--- config.mk ---
export PLATFORM = sky130hd
export DESIGN_NAME = eth_payload_serializer_flat
export DESIGN_NICKNAME = d
export VERILOG_FILES = /design/src/rtl/eth_payload_serializer_if.sv /design/src/rtl/eth_payload_serializer.sv /design/src/flat_wrapper.sv
export SDC_FILE = /design/constraint.sdc
export NUM_CORES = 1
export LEC_CHECK = 0
export ABC_AREA = 0
export BUFFER_PORTS_ARGS = -buffer_cell sky130_fd_sc_hd__buf_4
export CAP_MARGIN = 20
export CORE_ASPECT_RATIO = 0.6
export CORE_MARGIN = 4
export CORE_UTILIZATION = 53
export CTS_CLUSTER_SIZE = 8
export DETAILED_ROUTE_END_ITERATION = 10
export PLACE_DENSITY = 0.74
export SLEW_MARGIN = 10
export SYNTH_ARGS = -nofsm -noshare
export SYNTH_HDL_FRONTEND = slang
export SYNTH_SLANG_ARGS = --single-unit
--- constraint.sdc ---
create_clock -name clk -period 4.2 [get_ports clk]
set_clock_uncertainty 0.05 [all_clocks]
set_input_delay 0.21 -clock clk [delete_from_list [all_inputs] [get_ports clk]]
set_output_delay 0.21 -clock clk [all_outputs]
set_load 0.03 [all_outputs]
--- src/rtl/eth_payload_serializer_if.sv ---
// Producer/framer bundle for the payload serializer: byte push side plus dibit output side.
// The master modport is the outside world; the slave modport is the serializer itself.
interface eth_payload_serializer_if #(
  parameter int DEPTH = 16
);
  logic                     flush;
  logic                     axiiv;
  logic [7:0]               axiid;
  logic                     axiir;
  logic                     stall;
  logic                     axiov;
  logic [1:0]               axiod;
  logic [$clog2(DEPTH):0]   level;
  logic [15:0]              underflow_count;

  modport master (
    output flush, axiiv, axiid, stall,
    input  axiir, axiov, axiod, level, underflow_count
  );

  modport slave (
    input  flush, axiiv, axiid, stall,
    output axiir, axiov, axiod, level, underflow_count
  );
endinterface

--- src/rtl/eth_payload_serializer.sv ---
// Byte FIFO feeding an RMII framer one dibit per unstalled cycle, LS dibit first; fill dibits on starvation.
// Latency: byte pushed at edge N is presented from edge N+1; axiir is !full from registered pointers.
module eth_payload_serializer #(
  parameter int         DEPTH      = 16,
  parameter logic [1:0] FILL_DIBIT = 2'b00
) (
  input  logic                   clk,
  input  logic                   rst,
  eth_payload_serializer_if.slave bus
);
  localparam int AW = $clog2(DEPTH);

  logic [7:0]  r_mem [DEPTH];
  logic [AW:0] r_wr_ptr;
  logic [AW:0] r_rd_ptr;
  logic [1:0]  r_idx;
  logic [15:0] r_underflow_count;

  logic        w_full;
  logic        w_empty;
  logic        w_push;
  logic        w_consume;
  logic        w_pop;
  logic        w_starve;
  logic [7:0]  w_head;

  assign w_full    = (r_wr_ptr[AW-1:0] == r_rd_ptr[AW-1:0]) && (r_wr_ptr[AW] != r_rd_ptr[AW]);
  assign w_empty   = (r_wr_ptr == r_rd_ptr);
  assign w_push    = bus.axiiv && !w_full && !bus.flush;
  assign w_consume = !bus.stall && !bus.flush;
  assign w_pop     = w_consume && !w_empty && (r_idx == 2'd3);
  assign w_starve  = w_consume && w_empty;
  assign w_head    = r_mem[r_rd_ptr[AW-1:0]];

  // Outputs depend only on registered state so the framer sees a stable dibit all cycle.
  assign bus.axiir           = !w_full;
  assign bus.axiov           = !w_empty;
  assign bus.axiod           = w_empty ? FILL_DIBIT : w_head[{r_idx, 1'b0} +: 2];
  assign bus.level           = r_wr_ptr - r_rd_ptr;
  assign bus.underflow_count = r_underflow_count;

  always_ff @(posedge clk) begin
    if (w_push) begin
      r_mem[r_wr_ptr[AW-1:0]] <= bus.axiid;
    end
  end

  always_ff @(posedge clk or negedge rst) begin
    if (!rst) begin
      r_wr_ptr          <= '0;
      r_rd_ptr          <= '0;
      r_idx             <= 2'd0;
      r_underflow_count <= 16'd0;
    end else begin
      if (bus.flush) begin
        r_wr_ptr <= '0;
        r_rd_ptr <= '0;
        r_idx    <= 2'd0;
      end else begin
        if (w_push) begin
          r_wr_ptr <= r_wr_ptr + 1'b1;
        end
        if (w_pop) begin
          r_rd_ptr <= r_rd_ptr + 1'b1;
        end
        // idx wraps 3 -> 0 naturally on the same edge that pops the head byte.
        if (w_consume && !w_empty) begin
          r_idx <= r_idx + 2'd1;
        end
      end
      if (w_starve && (r_underflow_count != 16'hFFFF)) begin
        r_underflow_count <= r_underflow_count + 16'd1;
      end
    end
  end
endmodule

--- src/flat_wrapper.sv ---
// flat-port wrapper written by rule: the top's interface ports become plain ports
module eth_payload_serializer_flat 
#(
  parameter int         DEPTH      = 16,
  parameter logic [1:0] FILL_DIBIT = 2'b00
)
  (clk, rst, bus_flush, bus_axiiv, bus_axiid, bus_stall, bus_axiir, bus_axiov, bus_axiod, bus_level, bus_underflow_count);
  eth_payload_serializer_if #(.DEPTH(DEPTH)) bus_i ();
  input  logic clk;
  input  logic rst;
  input wire logic [$bits(bus_i.flush)-1:0] bus_flush;
  input wire logic [$bits(bus_i.axiiv)-1:0] bus_axiiv;
  input wire logic [$bits(bus_i.axiid)-1:0] bus_axiid;
  input wire logic [$bits(bus_i.stall)-1:0] bus_stall;
  output wire logic [$bits(bus_i.axiir)-1:0] bus_axiir;
  output wire logic [$bits(bus_i.axiov)-1:0] bus_axiov;
  output wire logic [$bits(bus_i.axiod)-1:0] bus_axiod;
  output wire logic [$bits(bus_i.level)-1:0] bus_level;
  output wire logic [$bits(bus_i.underflow_count)-1:0] bus_underflow_count;
  assign bus_i.flush = bus_flush;
  assign bus_i.axiiv = bus_axiiv;
  assign bus_i.axiid = bus_axiid;
  assign bus_i.stall = bus_stall;
  assign bus_axiir = bus_i.axiir;
  assign bus_axiov = bus_i.axiov;
  assign bus_axiod = bus_i.axiod;
  assign bus_level = bus_i.level;
  assign bus_underflow_count = bus_i.underflow_count;
  eth_payload_serializer #(.DEPTH(DEPTH), .FILL_DIBIT(FILL_DIBIT)) u_core (.clk(clk), .rst(rst), .bus(bus_i));
endmodule
==> results.yml <==
run_status:
  status: "finished, final reports clean"
logic_synthesis:
  synth.cell_area_um2: 6660
  avgSynthCellArea_um2: 17.0
  synth_edf_count: 128
  yosys.cell_count.top_type: "edfxtp_1"
  synth_top_area_frac: 0.577
  yosysTopAreaCell: "edfxtp_1"
  synth_area_leaders: "edfxtp_1, dfrtp_1, mux4_1"
  synth_nets: 416
  netlist_top_cells_count: "edfxtp_1, dfrtp_1, nor2_1"
  ys_seq_area_frac: 0.682
  synth_ff_type: "edfxtp_1"
  yosysWarningCount: 0
  ys_types: 54
  synth_cells: 391
  synth_seq_cells: 156
  async_flop_share: 0.179
placed_design:
  io_buffers: 37
  gp_congestion: 0.845
  dp.cells: 586
  dpl.hpwl_um: 10100
clocking:
  clk_path_buf_depth: 2
  clock-root-buffer: "clkbuf_16"
  worstSkewPairLatency_ps: 430
  cts_buffers: 17
  cts_tree: "built"
  htree_levels: 4
  cts.sinks: 156
  clkTransAtPathRegs_ps: 60
  cts-resized-gates: 0
sta:
  post-route-period-util: 0.798
  rsz0062_at_grt: "no"
  worst_slew_pin_slew_ps: 809
  report.final.slew_viol_count: 0
  setup_viol: 0
  slew_headroom: 0.459
  hold_violations: 0
  fmax_mhz: 298
  setup_tns_ps: 0
  period_needed_ps: 3350
global_route:
  grt_pass1_wl_um: 21800
  antenna_found_initial: 0
  grt_start_max_net_pins: 29
  grt_pass1_vias: 3604
  overflow: 0
  grt_usage: 0.209
cells_and_area:
  area_delta_synth_final_pct: 14.9
  multiInputGateArea_um2: 1970
  fillCellCount: 875
  antenna_cells: 0
  seq_area_um2: 4550
  fin_nets: 466
  drive_above_1_share: 0.216
  fin_cells: 619
worst_setup_path:
  arrival_ps: 3090
  rrSetupSlack_ps: 1180
  r2r_start: "u_core.r_rd_ptr[0]"
  path_depth: 7
  worstPathRequired_ps: 3940
  crit_path_end: "bus_axiod[1]"
  start_kind: "flop"
  r2r_end: "u_core.r_mem[14][3]"
  path_cells: "buf_4 > mux4_1 > a22o_2 > a211oi_2 > a211oi_1 > a41o_1 > buf_4"
  cp_common_cell: "buf_4"
  slowest_delay_ps: 770
  reg2reg_depth: 6
  crit_family: "flip-flops"
  setup.worst_path.start: "u_core.r_rd_ptr[0]"
  end_kind: "output port"
  critPathSlowestCell: "dfrtp_2"
  cp_max_fo: 21
  worstSetupPathType: "reg2out"
  path_buf_inv: 2
drt:
  routed_wl_um: 14500
  postRouteAntennaNets: 0
  drcViolationCount: 0
  via_per_inst: 6.01
  vias: 3720
  drtIter0Drc: 414
  first_pass_iters: 5
  wire_per_inst_um: 23.4
floorplanning:
  start_util: 0.547
  ios: 38
  rows: 31
  core_um2: 12200
  dieArea_um2: 14500
  dieWidth_um: 153
  die_h_um: 94.9
power_and_ir_drop:
  max-vdd-ir-drop_v: 0.000325
  powerDensity_nw_per_um2: 454
  p_leak_nw: 2.63
worst_hold_path:
  min_path_type: "in2reg"
flow_run:
  drv_cap: 0
stage by stage:
stage | hold WS (ps) | total power [mW] | util | instance area, µm² | setup slack (ps)
4_1_cts | 30.9 | 3.49 | 0.629 | 7660 | 837
3_3_place_gp | 94.7 | 2.05 | 0.582 | 7090 | 1290
5_1_grt | 41.3 | 3.59 | 0.629 | 7660 | 722
2_1_floorplan | -136 | 1.93 | - | 6660 | 1260
3_5_place_dp | 101 | 2.06 | 0.582 | 7090 | 1180
6_report | 52.5 | 3.48 | 0.629 | 7660 | 848
report_power, final:
part	switching [mW]	internal, mW	total (mW)
clock	0.641	0.808	1.45
sequential	0.0405	1.71	1.75
combinational	0.176	0.101	0.277
sequential cells by signal, summed over array words and instances (netlist names):
| name | count |
|---|---|
| u_core.r_wr_ptr | 5 |
| u_core.r_rd_ptr | 5 |
| u_core.r_mem | 128 |
| u_core.r_idx | 2 |
| u_core.bus.underflow_count | 16 |
layout by cell type (no fill, tap or decap), drive strengths merged, types with 6 or more instances in the layout:
| cell type | netlist | final |
|---|---|---|
| buf | 11 | 45 |
| mux4 | 23 | 23 |
| ha | 11 | 11 |
| mux2i | 20 | 20 |
| xnor2 | 18 | 18 |
| a21oi | 12 | 12 |
| xor2 | 7 | 7 |
| nor2 | 27 | 27 |
| dfrtp | 28 | 28 |
| nand2 | 17 | 17 |
| inv | 9 | 17 |
| edfxtp | 128 | 128 |
| clkbuf | 4 | 20 |
| nand4 | 9 | 9 |
| nand3 | 8 | 8 |
| nor3 | 6 | 6 |
| o221ai | 7 | 7 |
area by class of cell:
class,count,area share
sequential,156,0.594
tap,165,0.0270
clock inverter,12,0.0132
multi-input combinational,211,0.257
clock buffer,20,0.0598
timing repair buffer,46,0.0454
inverter,9,0.00441
routing by layer:
metal  GRT usage  wire length [µm]  vias up
met5           0                 0        -
met4      0.0578               108        0
met3      0.0865              1480       12
met2       0.264              5760      163
met1       0.327              7130     1898
li1            -                 -     1647
worst min path at each step:
stage | start | to | slack [ps] | cells after the start
6_report | bus_flush | u_core.r_rd_ptr[0] | 50 | 2
5_1_grt | bus_flush | u_core.r_rd_ptr[0] | 40 | 2
4_1_cts | bus_flush | u_core.r_rd_ptr[0] | 30 | 2
3_5_place_dp | rst | u_core.bus.underflow_count[4] | 100 | 1
3_3_place_gp | rst | u_core.bus.underflow_count[5] | 90 | 1
2_1_floorplan | rst | u_core.bus.underflow_count[0] | -140 | 0
cells by family (layout without fill, tap and decap cells):
logic type,count (synthesis),count (layout),synth area share
XOR/XNOR,25,25,0.0340
flip-flops,156,156,0.682
buffers and inverters,24,87,0.0231
multiplexers,45,45,0.118
adder cells (fa/ha/maj),12,12,0.0237
AND/OR/NAND/NOR,83,83,0.0610
AO/OA/AOI/OAI,46,46,0.0578
repair_timing:
action,in CTS,in global routing
hold buffers,1,0
endpoints found under the hold margin,28,0
setup endpoints to repair,0,0
setup buffers,0,0
Note: power is estimated with default switching activity, not from simulation.
